## src/rtl/load_store_unit.sv

```systemverilog
// Load/store unit: aligns CPU byte/half/word accesses onto a 32-bit word bus
// with one outstanding request, lane enables, load extension and a ready timeout.
module load_store_unit #(
    parameter int unsigned ADDR_WIDTH     = 30,
    parameter int unsigned TIMEOUT_CYCLES = 16
) (
    input  logic                  clk,
    input  logic                  rst,
    input  logic                  cpu_valid,
    input  logic [2:0]            cpu_mem_fn,
    input  logic [31:0]           cpu_addr,
    input  logic [31:0]           cpu_write_data,
    output logic [31:0]           cpu_read_data,
    output logic                  cpu_stall,
    output logic                  cpu_misaligned,
    output logic                  cpu_bus_error,
    output logic                  mem_req,
    output logic                  mem_we,
    output logic [3:0]            mem_be,
    output logic [ADDR_WIDTH-1:0] mem_addr,
    output logic [31:0]           mem_write_data,
    input  logic                  mem_ready,
    input  logic [31:0]           mem_read_data
);

    // Access-type encodings shared with the pipeline decoder.
    localparam logic [2:0] MEM_LB  = 3'b000;
    localparam logic [2:0] MEM_LH  = 3'b001;
    localparam logic [2:0] MEM_LW  = 3'b010;
    localparam logic [2:0] MEM_SB  = 3'b011;
    localparam logic [2:0] MEM_LBU = 3'b100;
    localparam logic [2:0] MEM_LHU = 3'b101;
    localparam logic [2:0] MEM_SH  = 3'b110;
    localparam logic [2:0] MEM_SW  = 3'b111;

    // Counter only ever holds 0..TIMEOUT_CYCLES-1 before leaving BUSY.
    localparam int unsigned CNT_W = (TIMEOUT_CYCLES <= 1) ? 1 : $clog2(TIMEOUT_CYCLES);
    localparam logic [CNT_W-1:0] CNT_LAST =
        (TIMEOUT_CYCLES == 0) ? '0 : CNT_W'(TIMEOUT_CYCLES - 1);

    typedef enum logic [1:0] {
        ST_IDLE = 2'd0,
        ST_BUSY = 2'd1,
        ST_DONE = 2'd2
    } state_e;

    state_e                  state_q, state_d;
    logic [2:0]              fn_q, fn_d;
    logic [1:0]              off_q, off_d;
    logic [CNT_W-1:0]        cnt_q, cnt_d;
    logic                    req_q, req_d;
    logic                    we_q, we_d;
    logic [3:0]              be_q, be_d;
    logic [ADDR_WIDTH-1:0]   addr_q, addr_d;
    logic [31:0]             wdata_q, wdata_d;
    logic [31:0]             rdata_q, rdata_d;
    logic                    err_q, err_d;

    logic                    byte_c, half_c, store_c, misaligned_c;
    logic [3:0]              be_c;
    logic [31:0]             wdata_c;
    logic [7:0]              lbyte_c;
    logic [15:0]             lhalf_c;
    logic [31:0]             load_c;

    // Decode the incoming access: size, direction, alignment, lanes and store data.
    always_comb begin
        byte_c       = (cpu_mem_fn == MEM_LB) || (cpu_mem_fn == MEM_LBU) || (cpu_mem_fn == MEM_SB);
        half_c       = (cpu_mem_fn == MEM_LH) || (cpu_mem_fn == MEM_LHU) || (cpu_mem_fn == MEM_SH);
        store_c      = (cpu_mem_fn == MEM_SB) || (cpu_mem_fn == MEM_SH) || (cpu_mem_fn == MEM_SW);
        misaligned_c = (half_c && cpu_addr[0]) ||
                       (!byte_c && !half_c && (cpu_addr[1:0] != 2'b00));
        if (byte_c) begin
            be_c    = 4'b0001 << cpu_addr[1:0];
            wdata_c = {4{cpu_write_data[7:0]}};
        end else if (half_c) begin
            be_c    = cpu_addr[1] ? 4'b1100 : 4'b0011;
            wdata_c = {2{cpu_write_data[15:0]}};
        end else begin
            be_c    = 4'b1111;
            wdata_c = cpu_write_data;
        end
    end

    // Pick the addressed byte/half of the returned word and extend it per the latched access.
    always_comb begin
        case (off_q)
            2'd0:    lbyte_c = mem_read_data[7:0];
            2'd1:    lbyte_c = mem_read_data[15:8];
            2'd2:    lbyte_c = mem_read_data[23:16];
            default: lbyte_c = mem_read_data[31:24];
        endcase
        lhalf_c = off_q[1] ? mem_read_data[31:16] : mem_read_data[15:0];
        case (fn_q)
            MEM_LB:  load_c = {{24{lbyte_c[7]}}, lbyte_c};
            MEM_LBU: load_c = {24'd0, lbyte_c};
            MEM_LH:  load_c = {{16{lhalf_c[15]}}, lhalf_c};
            MEM_LHU: load_c = {16'd0, lhalf_c};
            MEM_LW:  load_c = mem_read_data;
            default: load_c = 32'd0;
        endcase
    end

    // Next-state and next-register logic for the IDLE/BUSY/DONE sequencer.
    always_comb begin
        state_d = state_q;
        fn_d    = fn_q;
        off_d   = off_q;
        cnt_d   = cnt_q;
        req_d   = req_q;
        we_d    = we_q;
        be_d    = be_q;
        addr_d  = addr_q;
        wdata_d = wdata_q;
        rdata_d = rdata_q;
        err_d   = 1'b0;

        case (state_q)
            ST_IDLE: begin
                if (cpu_valid && !misaligned_c) begin
                    state_d = ST_BUSY;
                    fn_d    = cpu_mem_fn;
                    off_d   = cpu_addr[1:0];
                    cnt_d   = '0;
                    req_d   = 1'b1;
                    we_d    = store_c;
                    be_d    = be_c;
                    addr_d  = cpu_addr[ADDR_WIDTH+1:2];
                    wdata_d = wdata_c;
                end
            end
            ST_BUSY: begin
                if (mem_ready || ((TIMEOUT_CYCLES != 0) && (cnt_q == CNT_LAST))) begin
                    // Ready takes priority over a timeout landing in the same cycle.
                    state_d = ST_DONE;
                    rdata_d = mem_ready ? load_c : 32'd0;
                    err_d   = !mem_ready;
                    req_d   = 1'b0;
                    we_d    = 1'b0;
                    be_d    = 4'd0;
                    addr_d  = '0;
                    wdata_d = 32'd0;
                end else begin
                    cnt_d = cnt_q + CNT_W'(1);
                end
            end
            ST_DONE: begin
                state_d = ST_IDLE;
                rdata_d = 32'd0;
            end
            default: begin
                state_d = ST_IDLE;
            end
        endcase
    end

    // State and datapath registers with synchronous reset.
    always_ff @(posedge clk) begin
        if (rst) begin
            state_q <= ST_IDLE;
            fn_q    <= 3'd0;
            off_q   <= 2'd0;
            cnt_q   <= '0;
            req_q   <= 1'b0;
            we_q    <= 1'b0;
            be_q    <= 4'd0;
            addr_q  <= '0;
            wdata_q <= 32'd0;
            rdata_q <= 32'd0;
            err_q   <= 1'b0;
        end else begin
            state_q <= state_d;
            fn_q    <= fn_d;
            off_q   <= off_d;
            cnt_q   <= cnt_d;
            req_q   <= req_d;
            we_q    <= we_d;
            be_q    <= be_d;
            addr_q  <= addr_d;
            wdata_q <= wdata_d;
            rdata_q <= rdata_d;
            err_q   <= err_d;
        end
    end

    // Stall and misalignment answer the pipeline within the request cycle.
    assign cpu_stall      = !rst && (((state_q == ST_IDLE) && cpu_valid && !misaligned_c) ||
                                     (state_q == ST_BUSY));
    assign cpu_misaligned = !rst && (state_q == ST_IDLE) && cpu_valid && misaligned_c;

    assign cpu_read_data  = rdata_q;
    assign cpu_bus_error  = err_q;
    assign mem_req        = req_q;
    assign mem_we         = we_q;
    assign mem_be         = be_q;
    assign mem_addr       = addr_q;
    assign mem_write_data = wdata_q;

endmodule

```

## config.mk

```make
export PLATFORM = sky130hd
export DESIGN_NAME = load_store_unit
export DESIGN_NICKNAME = d
export VERILOG_FILES = /design/src/rtl/load_store_unit.sv
export SDC_FILE = /design/constraint.sdc
export NUM_CORES = 1
export LEC_CHECK = 0
export ABC_AREA = 1
export CAP_MARGIN = 20
export CORE_UTILIZATION = 40
export CTS_CLUSTER_DIAMETER = 30
export DETAILED_ROUTE_END_ITERATION = 8
export HOLD_SLACK_MARGIN = 0.15
export PLACE_DENSITY = 0.89
export SLEW_MARGIN = 20
export SYNTH_ARGS = -nofsm -noshare
export SYNTH_HDL_FRONTEND = slang
export SYNTH_SLANG_ARGS = --single-unit
export TNS_END_PERCENT = 50
```

## constraint.sdc

```tcl
create_clock -name clk -period 1.4 [get_ports clk]
set_input_delay 0.28 -clock clk [delete_from_list [all_inputs] [get_ports clk]]
set_output_delay 0.28 -clock clk [all_outputs]
set_load 0.1 [all_outputs]
```

==> run_results.csv <==
group,metric,value,unit
route,vias_per_cell,5.67,
global_route,grt_max_degree,77,
global_route,antenna_found_initial,1,
route,drt_first_pass_iters,8,
sta,relSlewSlack,70.5,%
floorplan,dieArea,14000,um2
hold_path,hp-start,"rst",
route,postRouteAntennaNets,0,
status,status,"finished, violations left",
final_layout,n_fill_cell,775,
synth,synth.largest_area_cell,"dfxtp_1",
worst_setup_path,end_kind,"output pin",
floorplan,start_util,40.9,%
synth,syn_area,5420,um2
sta,fin_ws,-0.300,ns
route,wirelength,25100,um
global_route,grt-ovfl-total,0,
clock_network,cts.sinks,112,
placement,postPlaceCellArea,9260,um2
synth,syn-num-nets,943,
sta,setup_tns,-20.21,ns
status,violations,"setup timing",
worst_setup_path,startpoint_type,"flop",
hold_path,min_delay_worst_endpoint,"cnt_q[2]$_SDFFE_PP0P_",
clock_network,cts_max_level,3,
synth,post-synth-top-area-fraction,41.4,%
synth,synth_cell_types,26,
final_layout,fin_nets,1202,
global_route,grt_pass1_vias,6624,
placement,io_buffers,205,
worst_setup_path,cpPeakStageDelay,0.33,ns
worst_setup_path,cp.arrival,1.42,ns
synth,synth.avg_cell_area,6.46,um2
sta,fin_crit_sh,121,%
sta,tightest_slew,0.442,ns
hold_path,min_path_type,"input port to flop",
clock_network,cts_buffers,9,
final_layout,syn2layout_area_growth,97.9,%
worst_setup_path,worstPathRequired,1.12,ns
floorplan,die_h,118,um
floorplan,core_area,13200,um2
synth,synth_cells,839,
clock_network,clock_latency,0.37,ns
worst_setup_path,cp_slowest_cell,"dfxtp_2",
final_layout,final_cell_mix,"329 x nand2_1, 119 x buf_12, 107 x dfxtp_1",
clock_network,cts_tree,"yes",
synth,yosysWarnings,0,
pwr,power.leakage,4.35,nW
final_layout,drive_gt1_share,32.9,%
sta,finalSetupViolCount,107,
placement,place_ws,-0.701,ns
floorplan,ioPinCount,206,
route,wl_per_cell,19.6,um
final_layout,final_area,10700,um2
worst_setup_path,crit_type,"flop to output pin",
route,vias,7252,
job,max_cap_violations,0,
worst_setup_path,path_cells,"nor2_1, nand2_1, inv_2, nand3_4, a21oi_4, buf_12",
sta,timing.fmax,0.588,GHz
worst_setup_path,worstReg2RegEnd,"mem_write_data[30]$_SDFFE_PP0P_",
pwr,powerDensity,1020,nW/um2
route,drc_errors,0,
final_layout,final_common_cell,"nand2_1",
route,wl_met3,2330,um
worst_setup_path,crit_fanout,2,
worst_setup_path,worst_r2r_startpoint,"cnt_q[0]$_SDFFE_PP0P_",
clock_network,path_clk_slew,0.08,ns
clock_network,cts_root_buffer,"clkbuf_16",
clock_network,ctsLongestPathBuffers,2,
clock_network,ctsHoldBuffers,0,
hold_path,holdPathStages,5,
sta,fin_skew,0.0139,ns
pwr,power,11.0,mW
synth,ys_seq_area_share,41.4,%
placement,place.detailed.hpwl,14200,um
placement,place_congestion,0.955,
route,route.met2.wl,12400,um
worst_setup_path,reg2reg_depth,10,
sta,period_needed,1.70,ns
floorplan,std_cell_rows,42,
synth,ys_ff_latch,112,
sta,finalMaxSlewViolations,0,
pwr,max-vdd-ir-drop,0.821,mV
global_route,grt_usage,29.9,%
global_route,grt_pass1_wl,33100,um
worst_setup_path,r2r_setup_slack,-0.27,ns
route,topRoutingLayerUsed,"met4",
floorplan,die_w,118,um
sta,hold_viol,0,
route,drt_iter0_markers,742,
route,m1WireLength,8770,um
sta,rsz0062_at_grt,"true",
synth,ys_top_cells_by_area,"dfxtp_1 41%, nand2_1 23%, a21oi_1 11%",
[timing repair]
item / 4_1_cts / 5_1_grt
setup endpoints to repair: 113 / 113
resized for setup: 35 / 142
pin swaps: 9 / 35
setup buffers: 7 / 9
cloned: 7 / 6
[cell type report]
cell class | count | area, um2 | share of cell area, %
Tap cell | 176 | 220 | 2.05
Clock buffer | 9 | 225 | 2.10
Multi-Input combinational cell | 634 | 3460 | 32.3
Clock inverter | 7 | 118 | 1.10
Sequential cell | 112 | 2250 | 21.0
Inverter | 39 | 181 | 1.69
Timing Repair Buffer | 301 | 4250 | 39.6
Antenna cell | 1 | 2.50 | 0.0233
Timing Repair inverter | 1 | 16.3 | 0.152
[worst max-delay path, delay by kind of cell, from the launching register on]
family | cells | cell delay, ns
DFF | 1 | 0.33
AOI/OAI and AO/OA | 1 | 0.16
and+or+nand+nor | 3 | 0.29
buffers and inverters | 2 | 0.27
[how the worst max path moves through the flow]
| stage | endpoint | startpoint | cells after the start | slack (ns) |
|---|---|---|---|---|
| 2_1_floorplan | cpu_stall | cpu_mem_fn[0] | 8 | -0.31 |
| 3_3_place_gp | cpu_stall | cpu_mem_fn[0] | 9 | -0.63 |
| 3_5_place_dp | mem_addr[12]$_SDFFE_PP0P_ | cpu_mem_fn[0] | 11 | -0.70 |
| 4_1_cts | cpu_stall | state_q[0]$_SDFFE_PP0P_ | 6 | -0.26 |
| 5_1_grt | cpu_stall | state_q[0]$_SDFFE_PP0P_ | 6 | -0.37 |
| 6_report | cpu_stall | state_q[0]$_SDFFE_PP0P_ | 6 | -0.30 |
[cells in the mapped netlist]
library cell	n
buf_6	2
nand4_1	8
nand2_1	337
inv_1	33
nand3_1	85
inv_2	6
nor3_1	1
nand2_2	3
a21oi_1	124
ha_1	1
o21ai_0	19
clkbuf_1	22
o22ai_1	2
o21ai_1	2
buf_1	5
buf_2	19
nand3b_1	3
and2_0	1
dfxtp_1	112
xor2_1	2
buf_4	6
nor2_2	1
a21boi_0	1
or2_2	1
nand3_2	4
nor2_1	39
[kinds of logic after synthesis]
logic type                 after synthesis  share of synthesized area (%)
and+or+nand+nor                        483                           36.7
AOI/OAI and AO/OA                      148                           13.8
DFF                                    112                           41.4
buffers and inverters                   93                           7.57
xor gates and xnor gates                 2                          0.323
adders and majority gates                1                          0.231
[per-stage QoR]
| stage | instances | hold slack, ns | utilization [%] |
|---|---|---|---|
| final | 1280 | 0.391 | 81.0 |
| after global routing | 1280 | 0.417 | 81.0 |
| after CTS | 1264 | 0.382 | 75.0 |
| after detailed placement | 1234 | 0.488 | 70.0 |
| after global placement | 1234 | 0.479 | 70.0 |
| after floorplan | 839 | 0.423 | - |
[flip-flops by register name, summed over array words and instances (netlist names)]
| register | flops |
|---|---|
| mem_req | 1 |
| cnt_q | 4 |
| cpu_read_data | 32 |
| mem_we | 1 |
| off_q | 2 |
| mem_addr | 30 |
| fn_q | 3 |
| state_q | 2 |
| mem_write_data | 32 |
| cpu_bus_error | 1 |
| mem_be | 4 |
[routing by layer]
metal / track usage (%) / vias up
met5: 0 / -
met4: 13.4 / 0
met3: 7.67 / 147
met2: 53.5 / 504
met1: 33.2 / 3362
li1: - / 3239
[power by group]
part	leakage [nW]	internal, mW	total (mW)	switching, mW
Clock	0.167	1.62	2.97	1.36
Sequential	0.914	3.38	3.63	0.251
Combinational	3.27	1.71	4.36	2.65
Total	4.35	6.71	11.0	4.26
No activity file was read; power rests on OpenSTA's default activity.
